### src/rtl/dlsc_pcie_outbound_read_req_tagged_if.sv
// rtl/dlsc_pcie_outbound_read_req_tagged_if.sv - AXI read command, TLP header and tag-return bundle
interface dlsc_pcie_outbound_read_req_tagged_if #(
  parameter int ADDR = 32,
  parameter int LEN  = 8,
  parameter int ID   = 4,
  parameter int TAGS = 8
);
  localparam int TAGB = $clog2(TAGS);

  logic              axi_ar_ready;
  logic              axi_ar_valid;
  logic [ADDR-1:0]   axi_ar_addr;
  logic [LEN-1:0]    axi_ar_len;
  logic [ID-1:0]     axi_ar_id;
  logic [2:0]        max_read_request;

  logic              tlp_h_ready;
  logic              tlp_h_valid;
  logic [ADDR-3:0]   tlp_h_addr;
  logic [9:0]        tlp_h_len;
  logic [TAGB-1:0]   tlp_h_tag;
  logic [ID-1:0]     tlp_h_id;
  logic              tlp_h_last;

  logic              tag_free_valid;
  logic [TAGB-1:0]   tag_free;
  logic [TAGB:0]     tags_outstanding;

  // master: the request generator; slave: command source, header sink and completion path
  modport master (
    output axi_ar_ready,
    input  axi_ar_valid, axi_ar_addr, axi_ar_len, axi_ar_id, max_read_request,
    input  tlp_h_ready,
    output tlp_h_valid, tlp_h_addr, tlp_h_len, tlp_h_tag, tlp_h_id, tlp_h_last,
    input  tag_free_valid, tag_free,
    output tags_outstanding
  );

  modport slave (
    input  axi_ar_ready,
    output axi_ar_valid, axi_ar_addr, axi_ar_len, axi_ar_id, max_read_request,
    output tlp_h_ready,
    input  tlp_h_valid, tlp_h_addr, tlp_h_len, tlp_h_tag, tlp_h_id, tlp_h_last,
    output tag_free_valid, tag_free,
    input  tags_outstanding
  );
endinterface

### src/rtl/dlsc_pcie_outbound_read_req_tagged.sv
// rtl/dlsc_pcie_outbound_read_req_tagged.sv - AXI read to tagged PCIe Memory Read header splitter
module dlsc_pcie_outbound_read_req_tagged #(
  parameter int ADDR     = 32,
  parameter int LEN      = 8,
  parameter int ID       = 4,
  parameter int TAGS     = 8,
  parameter int MAX_SIZE = 512
) (
  input logic clk,
  input logic rst_n,
  dlsc_pcie_outbound_read_req_tagged_if.master bus
);
  localparam int TAGB = $clog2(TAGS);
  localparam int AW   = ADDR - 2;
  localparam logic [10:0] MAX_DW = 11'(MAX_SIZE / 4);

  typedef enum logic [0:0] {ST_IDLE, ST_SPLIT} state_t;

  state_t          state_q, state_d;
  logic            ar_ready_q, ar_ready_d;
  logic [AW-1:0]   addr_q;
  logic [10:0]     remaining_q;
  logic [ID-1:0]   id_q;
  logic [10:0]     max_len_q;

  logic            h_valid_q;
  logic [AW-1:0]   h_addr_q;
  logic [9:0]      h_len_q;
  logic [TAGB-1:0] h_tag_q;
  logic [ID-1:0]   h_id_q;
  logic            h_last_q;

  logic [TAGS-1:0] alloc_q, alloc_d;
  logic [TAGB-1:0] free_idx;
  logic            any_free;
  logic [TAGB:0]   alloc_cnt;

  logic [10:0]     mrr_dw, max_len_in, boundary, piece;
  logic            ar_fire, h_accept, load;
  logic            unused_addr_lsb;

  assign unused_addr_lsb = ^bus.axi_ar_addr[1:0];

  assign ar_fire  = (state_q == ST_IDLE) && ar_ready_q && bus.axi_ar_valid;
  assign h_accept = h_valid_q && bus.tlp_h_ready;
  assign any_free = ~&alloc_q;
  assign load     = (state_q == ST_SPLIT) && (remaining_q != 11'd0) &&
                    (!h_valid_q || h_accept) && any_free;

  always_comb begin
    mrr_dw = 11'd32;
    if (bus.max_read_request <= 3'd5)
      mrr_dw = 11'd32 << bus.max_read_request;
    max_len_in = (mrr_dw < MAX_DW) ? mrr_dw : MAX_DW;
  end

  // DW address bits [9:0] are byte address bits [11:2]: distance to the next 4KB page
  always_comb begin
    boundary = 11'd1024 - {1'b0, addr_q[9:0]};
    piece    = remaining_q;
    if (max_len_q < piece) piece = max_len_q;
    if (boundary < piece)  piece = boundary;
  end

  // Lowest-index free tag, chosen from the registered map only
  always_comb begin
    free_idx = '0;
    for (int i = TAGS - 1; i >= 0; i--)
      if (!alloc_q[i]) free_idx = TAGB'(i);
  end

  always_comb begin
    alloc_d = alloc_q;
    if (bus.tag_free_valid) alloc_d[bus.tag_free] = 1'b0;
    if (load)               alloc_d[free_idx]     = 1'b1;
  end

  always_comb begin
    alloc_cnt = '0;
    for (int i = 0; i < TAGS; i++)
      alloc_cnt = alloc_cnt + (TAGB + 1)'(alloc_q[i]);
  end

  always_comb begin
    state_d = state_q;
    case (state_q)
      ST_IDLE:  if (ar_fire) state_d = ST_SPLIT;
      ST_SPLIT: if (remaining_q == 11'd0 && (!h_valid_q || h_accept)) state_d = ST_IDLE;
      default:  state_d = ST_IDLE;
    endcase
    ar_ready_d = (state_d == ST_IDLE);
  end

  always_ff @(posedge clk) begin
    if (!rst_n) begin
      state_q     <= ST_IDLE;
      ar_ready_q  <= 1'b0;
      h_valid_q   <= 1'b0;
      alloc_q     <= '0;
      remaining_q <= 11'd0;
    end else begin
      state_q    <= state_d;
      ar_ready_q <= ar_ready_d;
      alloc_q    <= alloc_d;
      if (ar_fire)
        remaining_q <= 11'(bus.axi_ar_len) + 11'd1;
      else if (load)
        remaining_q <= remaining_q - piece;
      if (load)
        h_valid_q <= 1'b1;
      else if (h_accept)
        h_valid_q <= 1'b0;
    end
  end

  always_ff @(posedge clk) begin
    if (ar_fire) begin
      addr_q    <= bus.axi_ar_addr[ADDR-1:2];
      id_q      <= bus.axi_ar_id;
      max_len_q <= max_len_in;
    end else if (load) begin
      addr_q <= addr_q + AW'(piece);
    end
    if (load) begin
      h_addr_q <= addr_q;
      h_len_q  <= piece[9:0];
      h_tag_q  <= free_idx;
      h_id_q   <= id_q;
      h_last_q <= (piece == remaining_q);
    end
  end

  assign bus.axi_ar_ready     = ar_ready_q;
  assign bus.tlp_h_valid      = h_valid_q;
  assign bus.tlp_h_addr       = h_addr_q;
  assign bus.tlp_h_len        = h_len_q;
  assign bus.tlp_h_tag        = h_tag_q;
  assign bus.tlp_h_id         = h_id_q;
  assign bus.tlp_h_last       = h_last_q;
  assign bus.tags_outstanding = alloc_cnt;
endmodule

### src/flat_wrapper.sv
// flat-port wrapper written by rule: the top's interface ports become plain ports
module dlsc_pcie_outbound_read_req_tagged_flat 
#(
  parameter int ADDR     = 32,
  parameter int LEN      = 8,
  parameter int ID       = 4,
  parameter int TAGS     = 8,
  parameter int MAX_SIZE = 512
)
  (clk, rst_n, bus_axi_ar_ready, bus_axi_ar_valid, bus_axi_ar_addr, bus_axi_ar_len, bus_axi_ar_id, bus_max_read_request, bus_tlp_h_ready, bus_tlp_h_valid, bus_tlp_h_addr, bus_tlp_h_len, bus_tlp_h_tag, bus_tlp_h_id, bus_tlp_h_last, bus_tag_free_valid, bus_tag_free, bus_tags_outstanding);
  dlsc_pcie_outbound_read_req_tagged_if #(.ADDR(ADDR), .LEN(LEN), .ID(ID), .TAGS(TAGS)) bus_i ();
  input logic clk;
  input logic rst_n;
  output wire logic [$bits(bus_i.axi_ar_ready)-1:0] bus_axi_ar_ready;
  input wire logic [$bits(bus_i.axi_ar_valid)-1:0] bus_axi_ar_valid;
  input wire logic [$bits(bus_i.axi_ar_addr)-1:0] bus_axi_ar_addr;
  input wire logic [$bits(bus_i.axi_ar_len)-1:0] bus_axi_ar_len;
  input wire logic [$bits(bus_i.axi_ar_id)-1:0] bus_axi_ar_id;
  input wire logic [$bits(bus_i.max_read_request)-1:0] bus_max_read_request;
  input wire logic [$bits(bus_i.tlp_h_ready)-1:0] bus_tlp_h_ready;
  output wire logic [$bits(bus_i.tlp_h_valid)-1:0] bus_tlp_h_valid;
  output wire logic [$bits(bus_i.tlp_h_addr)-1:0] bus_tlp_h_addr;
  output wire logic [$bits(bus_i.tlp_h_len)-1:0] bus_tlp_h_len;
  output wire logic [$bits(bus_i.tlp_h_tag)-1:0] bus_tlp_h_tag;
  output wire logic [$bits(bus_i.tlp_h_id)-1:0] bus_tlp_h_id;
  output wire logic [$bits(bus_i.tlp_h_last)-1:0] bus_tlp_h_last;
  input wire logic [$bits(bus_i.tag_free_valid)-1:0] bus_tag_free_valid;
  input wire logic [$bits(bus_i.tag_free)-1:0] bus_tag_free;
  output wire logic [$bits(bus_i.tags_outstanding)-1:0] bus_tags_outstanding;
  assign bus_axi_ar_ready = bus_i.axi_ar_ready;
  assign bus_i.axi_ar_valid = bus_axi_ar_valid;
  assign bus_i.axi_ar_addr = bus_axi_ar_addr;
  assign bus_i.axi_ar_len = bus_axi_ar_len;
  assign bus_i.axi_ar_id = bus_axi_ar_id;
  assign bus_i.max_read_request = bus_max_read_request;
  assign bus_i.tlp_h_ready = bus_tlp_h_ready;
  assign bus_tlp_h_valid = bus_i.tlp_h_valid;
  assign bus_tlp_h_addr = bus_i.tlp_h_addr;
  assign bus_tlp_h_len = bus_i.tlp_h_len;
  assign bus_tlp_h_tag = bus_i.tlp_h_tag;
  assign bus_tlp_h_id = bus_i.tlp_h_id;
  assign bus_tlp_h_last = bus_i.tlp_h_last;
  assign bus_i.tag_free_valid = bus_tag_free_valid;
  assign bus_i.tag_free = bus_tag_free;
  assign bus_tags_outstanding = bus_i.tags_outstanding;
  dlsc_pcie_outbound_read_req_tagged #(.ADDR(ADDR), .LEN(LEN), .ID(ID), .TAGS(TAGS), .MAX_SIZE(MAX_SIZE)) u_core (.clk(clk), .rst_n(rst_n), .bus(bus_i));
endmodule
### config.mk
export PLATFORM = sky130hd
export DESIGN_NAME = dlsc_pcie_outbound_read_req_tagged_flat
export DESIGN_NICKNAME = d
export VERILOG_FILES = /design/src/rtl/dlsc_pcie_outbound_read_req_tagged_if.sv /design/src/rtl/dlsc_pcie_outbound_read_req_tagged.sv /design/src/flat_wrapper.sv
export SDC_FILE = /design/constraint.sdc
export NUM_CORES = 1
export LEC_CHECK = 0
export BUFFER_PORTS_ARGS = -buffer_cell sky130_fd_sc_hd__buf_2
export CAP_MARGIN = 20
export CORE_ASPECT_RATIO = 1.75
export CORE_MARGIN = 10
export CORE_UTILIZATION = 53
export CTS_BUF_LIST = sky130_fd_sc_hd__clkbuf_4
export DETAILED_ROUTE_END_ITERATION = 10
export PLACE_DENSITY_LB_ADDON = 0.1
export SETUP_SLACK_MARGIN = 0.1
export SYNTH_ARGS = -nofsm -noshare
export SYNTH_HDL_FRONTEND = slang
export SYNTH_SLANG_ARGS = --single-unit
### constraint.sdc
create_clock -name clk -period 5.5 [get_ports clk]
set_input_delay 1.1 -clock clk [delete_from_list [all_inputs] [get_ports clk]]
set_output_delay 1.1 -clock clk [all_outputs]
set_load 0.1 [all_outputs]
==> metrics.md, run 1 <==
| Metric | Value |
|---|---|
| Area Overhead vs Synth | 23.2% |
| CTS Buf Count | 9 |
| Layout cell share with drive strength beyond 1 | between 30 and 40% |
| Most frequent cells in the layout | 106 x buf_2, 88 x edfxtp_1, 61 x buf_4 |
| Syn Inst Count | just over 600 |
| DR pass1 iterations | 4 |
| CTS clk-pin slew, worst paths | between 0.15 and 0.2 ns |
| DP HPWL | 12400 µm |
| Commonest non-fill, non-tap cell in the layout | buf_2 |
| Number of global-route vias before repair | 5313 |
| Final hold vios | 0 |
| Ys async rst share | 0% |
| DRT antenna net count | 0 |
| Yosys warns | 0 |
| Die Wd | 103 µm |
| Sequential-to-total area share from yosys stat | 48.4% |
| Placer congestion estimate | 0.864 |
| Max-slew violations | 0 |
| Post-synthesis cell area | 6370 µm² |
| Crit-path max cell delay | 0.43 ns |
| Clock Latency Late Sink | 0.51 ns |
| Post-route minimum period | around 5.3 ns |
| Die area | 17000 µm² |
| Largest net degree at the start of global routing | 61 |
| Root buffer cell | clkbuf_4 |
| R2r endpoint | u_core.addr_q[13] |
| Number of synthesized flops with an enable pin | 88 |
| Core area | 11600 µm² |
| CTS Sinks | 110 |
| Initial core utilization | 54.7% |
| Post-layout nets | 887 |
| Top_reg_cell synth | edfxtp_1 |
| FF-to-FF setup slack | 0.22 ns |
| Vias | roughly 5200 |
| Gr ovfl total | 0 |
| DIE HEIGHT | 165 µm |
| Setup TNS | 0 ns |
| Distinct cells, synth | 55 |
| Startpoint type of the worst setup path | flop |
| CP Capture Type | flop |
| IO Pins | 109 |
| Syn avg cell area | between 10 and 15 µm² |
| Family with the most delay on the worst path | compound AO/OA/AOI/OAI gates |
| Critical path type | flop to flop |
| Max_cap viols | 0 |
| Cts hold-fix bufs | 0 |
| RSZ-0062 raised after global routing | yes |
| Via/cell ratio | 5.61 |
| WL final | 16500 µm |
| H-tree levels | 3 |
| Period Utilization, post-route | 96.1% |
| Standard-cell row count | 52 |
| Worst hold path type | flop to flop |
| Rel. slew slack | between 40% and 50% |
| Setup violators final | 0 |
| IO Port Bufs | 106 |
| WL/cell | 17.9 µm |
| FF+latch count, synth | 110 |
| Hold EP | u_core.bus.tlp_h_id[2] |
| First-pass GRT wire length | 26000 µm |
| DRC | 0 |
| CP max stage cell | edfxtp_1 |
| GRT Resource Usage Total | 19.6% |
| Required time worst endpoint | 5.75 ns |
| Crit-path cells | ha_1, nand4_1, a21oi_2, nor2_4, mux2i_2, ha_1, buf_4, nand3_1, nand2_1, a221oi_2, o21a_1, o31ai_4, buf_6, buf_4, o21a_1, ha_1, a211oi_1, o211a_1, o31ai_2, a311oi_1, buf_4, nor2_1, xnor2_1, o21ai_0 |
| CP Data Arrival Time | roughly 5.5 ns |
| Hold Path Origin | u_core.id_q[2] |
| Hold Path Cell Cnt | 0 |
| Worst Reg-to-Reg Cells | 24 |
| Worst-path maximum fanout | 5 |
| Reg2Reg Launch Point | u_core.max_len_q[8] |
| Peak Freq | 189 MHz |
| Initial detailed-routing violation count | around 190 |
| Deepest clock path buffer count | 2 |
| Initial antenna violation count | 1 |
| Worst Max-Slew Pin Slew | 0.844 ns |
| Status | complete, no violations |
| Layout Skew | 0.0414 ns |
| CP Buf/Inv Count | 4 |
| TritonCTS clock tree | yes |
## what timing repair did
item                                    4_1_cts  5_1_grt
resized for setup                             4       44
endpoints found under the setup margin       10       28
buffers inserted                              0       17
pin swaps                                     0       16
## Yosys cell counts, drive strengths merged, types with 3 or more instances
cell type,count,area [µm²]
a21oi,35,186
ha,42,526
o31ai,5,51.3
nor4,8,62.6
and4,4,35.0
o21a,11,82.6
nor2b,8,50.1
or3,10,67.6
clkbuf,12,45.0
a211oi,8,60.1
xnor2,17,149
nand4,12,75.1
a21o,6,45.0
inv,50,188
o21ai,39,206
fa,6,120
nand2b,3,18.8
xor2,27,236
edfxtp,88,2640
o211ai,3,22.5
nand3,16,80.1
nor2,52,200
mux2i,18,188
nor3,10,50.1
nand2,59,221
and3,11,68.8
a31oi,4,25.0
dfxtp,22,440
and2,7,43.8
## logic make-up (layout without fill, tap and decap cells)
kind of cell	after synthesis	in the layout	share of synthesized area, %
compound gates	123	123	12.3
xor+xnor	44	44	6.05
fa+ha+maj	48	48	10.1
buf+inv	64	235	3.79
flops	110	110	48.4
mux	20	20	3.30
other cells	1	4	0.0589
simple gates	206	206	16.0
## worst register-to-register path, stage by stage, from the launching register on
cell and delay (ns):
edfxtp_1 0.43, ha_1 0.34, nand4_1 0.19, a21oi_2 0.08
nor2_4 0.22, mux2i_2 0.26, ha_1 0.29, buf_4 0.15
nand3_1 0.08, nand2_1 0.07, a221oi_2 0.26, o21a_1 0.19
o31ai_4 0.11, buf_6 0.16, buf_4 0.14, o21a_1 0.21
ha_1 0.30, a211oi_1 0.38, o211a_1 0.28, o31ai_2 0.12
a311oi_1 0.34, buf_4 0.19, nor2_1 0.05, xnor2_1 0.14
o21ai_0 0.09
## layer usage
layer  up-vias  part of all wire [%]  global-route usage (%)
met2       109                    57                    38.0
met1      2500                    36                    19.7
met5         -                     0                       0
met4         0                   2.7                    7.12
met3        28                   4.4                    4.02
li1       2556                     -                       -
## sequential cells by signal (all words and copies together) (netlist names)
register,count
u_core.addr_q,30
u_core.bus.tlp_h_addr,30
u_core.remaining_q,11
u_core.bus.tlp_h_len,10
u_core.alloc_q,8
u_core.max_len_q,6
u_core.bus.tlp_h_id,4
u_core.id_q,4
u_core.bus.tlp_h_tag,3
u_core.bus.axi_ar_ready,1
u_core.bus.tlp_h_last,1
u_core.bus.tlp_h_valid,1
u_core.state_q,1
## metrics by stage
stage	instance area (µm²)	hold slack, ns	std cells	utilization [%]	setup WS (ns)
finish	7850	0.447	925	67.4	0.216
global placement	7370	0.402	891	63.3	0.100
floorplan	6380	0.400	618	-	0.198
CTS	7530	0.451	907	64.6	0.0624
global route	7850	0.470	925	67.4	0.0156
detailed placement	7370	0.410	891	63.3	0.0501
## final cells by class
| class | instances | area, µm² |
|---|---|---|
| clock buffer | 9 | 67.6 |
| multi-input combinational | 444 | 3240 |
| timing repair buffer | 169 | 1010 |
| tap | 135 | 169 |
| fill | 969 | 3800 |
| antenna | 1 | 2.50 |
| clock inverter | 7 | 72.6 |
| inverter | 50 | 188 |
| sequential | 110 | 3100 |
## worst max path at each step
stage | cells after the start | to | startpoint
final | 24 | u_core.addr_q[13] | u_core.max_len_q[8]
after CTS | 25 | u_core.addr_q[18] | u_core.addr_q[1]
after global placement | 24 | u_core.addr_q[18] | u_core.remaining_q[8]
after global routing | 26 | u_core.remaining_q[8] | u_core.max_len_q[6]
after floorplan | 23 | u_core.addr_q[18] | u_core.remaining_q[10]
after detailed placement | 22 | u_core.addr_q[29] | u_core.remaining_q[8]
Power of run 1 is not shown: default switching activity piles up to over one toggle a cycle in this logic, so the estimate is an artifact.
==> inputs of run 2 (changes only) <==
- CORE_UTILIZATION: 53 -> 51
- CTS_BUF_LIST: sky130_fd_sc_hd__clkbuf_4 -> sky130_fd_sc_hd__clkbuf_16
==> metrics.md, run 2 (same netlist as run 1, synthesis figures left out) <==
| Metric | Value |
|---|---|
| Required time worst endpoint | 5.71 ns (-0.04 ns) |
| Placer congestion estimate | 0.909 (+5.2%) |
| Via/cell ratio | 5.47 (-2.5%) |
| Setup TNS | 0 ns (unchanged) |
| CTS clk-pin slew, worst paths | 0.08 ns (-0.10 ns) |
| Layout Skew | 0.0113 ns (-0.0301 ns) |
| IO Pins | 109 (unchanged) |
| RSZ-0062 raised after global routing | yes |
| Die Wd | 104 µm (+1.6%) |
| Setup violators final | 0 (unchanged) |
| CTS Buf Count | 9 (unchanged) |
| Final hold vios | 0 (unchanged) |
| DRT antenna net count | 0 (unchanged) |
| Critical Path Most Common Cell | buf_4 |
| Initial core utilization | 51.5% (-3.2 points) |
| Standard-cell row count | 54 (+3.8%) |
| WL/cell | 17.4 µm (-2.7%) |
| H-tree levels | 3 (unchanged) |
| Cts hold-fix bufs | 0 (unchanged) |
| Worst Max-Slew Pin Slew | 0.865 ns (+0.0219 ns) |
| Status | complete, no violations |
| Clock Latency Late Sink | 0.35 ns (-0.16 ns) |
| Gr ovfl total | 0 (unchanged) |
| Worst hold path type | flop to flop |
| GRT Resource Usage Total | 18.5% (-1.2 points) |
| CP Capture Type | flop |
| Max_cap viols | 0 (unchanged) |
| First-pass GRT wire length | 26400 µm (+1.4%) |
| Commonest non-fill, non-tap cell in the layout | buf_2 |
| Initial detailed-routing violation count | 236 (+24%) |
| CTS Sinks | 110 (unchanged) |
| CP Data Arrival Time | 5.55 ns (+0.02 ns) |
| Layout cell share with drive strength beyond 1 | 29.8% (-0.24 points) |
| DP HPWL | 12300 µm (-0.41%) |
| Worst-path maximum fanout | 14 (+9) |
| Final Instance Count excl. Fillers | 950 (+2.7%) |
| DR pass1 iterations | 4 (unchanged) |
| Largest net degree at the start of global routing | 61 (unchanged) |
| Die area | 17500 µm² (+3.3%) |
| DIE HEIGHT | 168 µm (+1.7%) |
| Vias | 5198 (+0.096%) |
| Most frequent cells in the layout | 106 x buf_2, 88 x edfxtp_1, 58 x nand2_1 |
| Hold Path Cell Cnt | 0 (unchanged) |
| Rel. slew slack | 42.3% (-1.5 points) |
| Period Utilization, post-route | 97.1% (+1.0 points) |
| TritonCTS clock tree | yes |
| Post-layout nets | 880 (-0.79%) |
| Worst Reg-to-Reg Cells | 24 (unchanged) |
| Post-route minimum period | 5.34 ns (+0.0551 ns) |
| Max-slew violations | 0 (unchanged) |
| WL final | 16500 µm (about the same) |
| Deepest clock path buffer count | 2 (unchanged) |
| Peak Freq | 187 MHz (-1.0%) |
| Family with the most delay on the worst path | compound AO/OA/AOI/OAI gates |
| Instance count on the critical path | 24 (unchanged) |
| Initial antenna violation count | 0 (-1) |
| Placed insts | 917 (+2.9%) |
| IO Port Bufs | 106 (unchanged) |
| Crit-path cells | ha_4, nand4_1, a21oi_4, nor2_4, mux2i_2, ha_1, and4_1, buf_4, o211ai_1, o31ai_4, buf_6, mux2i_4, buf_4, inv_1, ha_1, a21oi_2, nor2b_2, o31a_1, o41ai_4, buf_4, xor2_1, mux2i_1, a21oi_1, nor2_1 |
| Crit-path max cell delay | 0.43 ns (about the same) |
| Area Overhead vs Synth | 26.2% |
| Critical path type | flop to flop |
| Root buffer cell | clkbuf_16 |
| DRC | 0 (unchanged) |
| N_diodes | 0 (-1) |
| Startpoint type of the worst setup path | flop |
| CP max stage cell | edfxtp_1 |
| CP Buf/Inv Count | 5 (+1) |
| Core area | 12400 µm² (+6.2%) |
| Number of global-route vias before repair | 5328 (+0.28%) |
## run 2: cell count changes in the layout (fill, tap and decap cells not counted), sizes merged
cell,before,now
buf,169,162
diode,1,0
## run 2: cell type report
class                   instances  area [µm²]
repair buffers                162         958
flip-flops and latches        110        3090
well taps                     168         210
fillers                      1043        4330
clock buffers                   9         225
multi-input cells             444        3300
clock inverters                 7        66.3
inverters                      50         188
## run 2: layer usage
layer	share of wire, %	track usage (%)	routed length (µm)	up-vias
li1	-	-	-	2541
met1	37	18.5	6110	2503
met2	56	35.7	9290	127
met3	4.1	3.59	671	27
met4	2.7	7.78	449	0
met5	0	0	0	-
## run 2: stage by stage
step / utilization [%] / instance area, µm² / hold WS, ns / setup slack (ns)
3_5_place_dp: 59.5 / 7360 / 0.414 / -0.00345
6_report: 65.0 / 8040 / 0.433 / 0.161
3_3_place_gp: 59.5 / 7360 / 0.401 / 0.0756
2_1_floorplan: - / 6380 / 0.400 / 0.198
5_1_grt: 65.0 / 8040 / 0.441 / -0.0141
4_1_cts: 62.1 / 7680 / 0.434 / 0.116
## run 2: worst paths after layout
kind | to | from | slack (ns)
max reg2reg | u_core.remaining_q[8] | u_core.max_len_q[8] | 0.16
min | u_core.bus.tlp_h_id[1] | u_core.id_q[1] | 0.43
max | u_core.remaining_q[8] | u_core.max_len_q[8] | 0.16
min reg2reg | u_core.bus.tlp_h_id[1] | u_core.id_q[1] | 0.43
## run 2: timing repair
action,CTS,global route
resized for setup,8,49
pin swaps,1,22
buffers inserted,0,17
setup endpoints to repair,19,26
Power of run 2 is left out for the same reason.
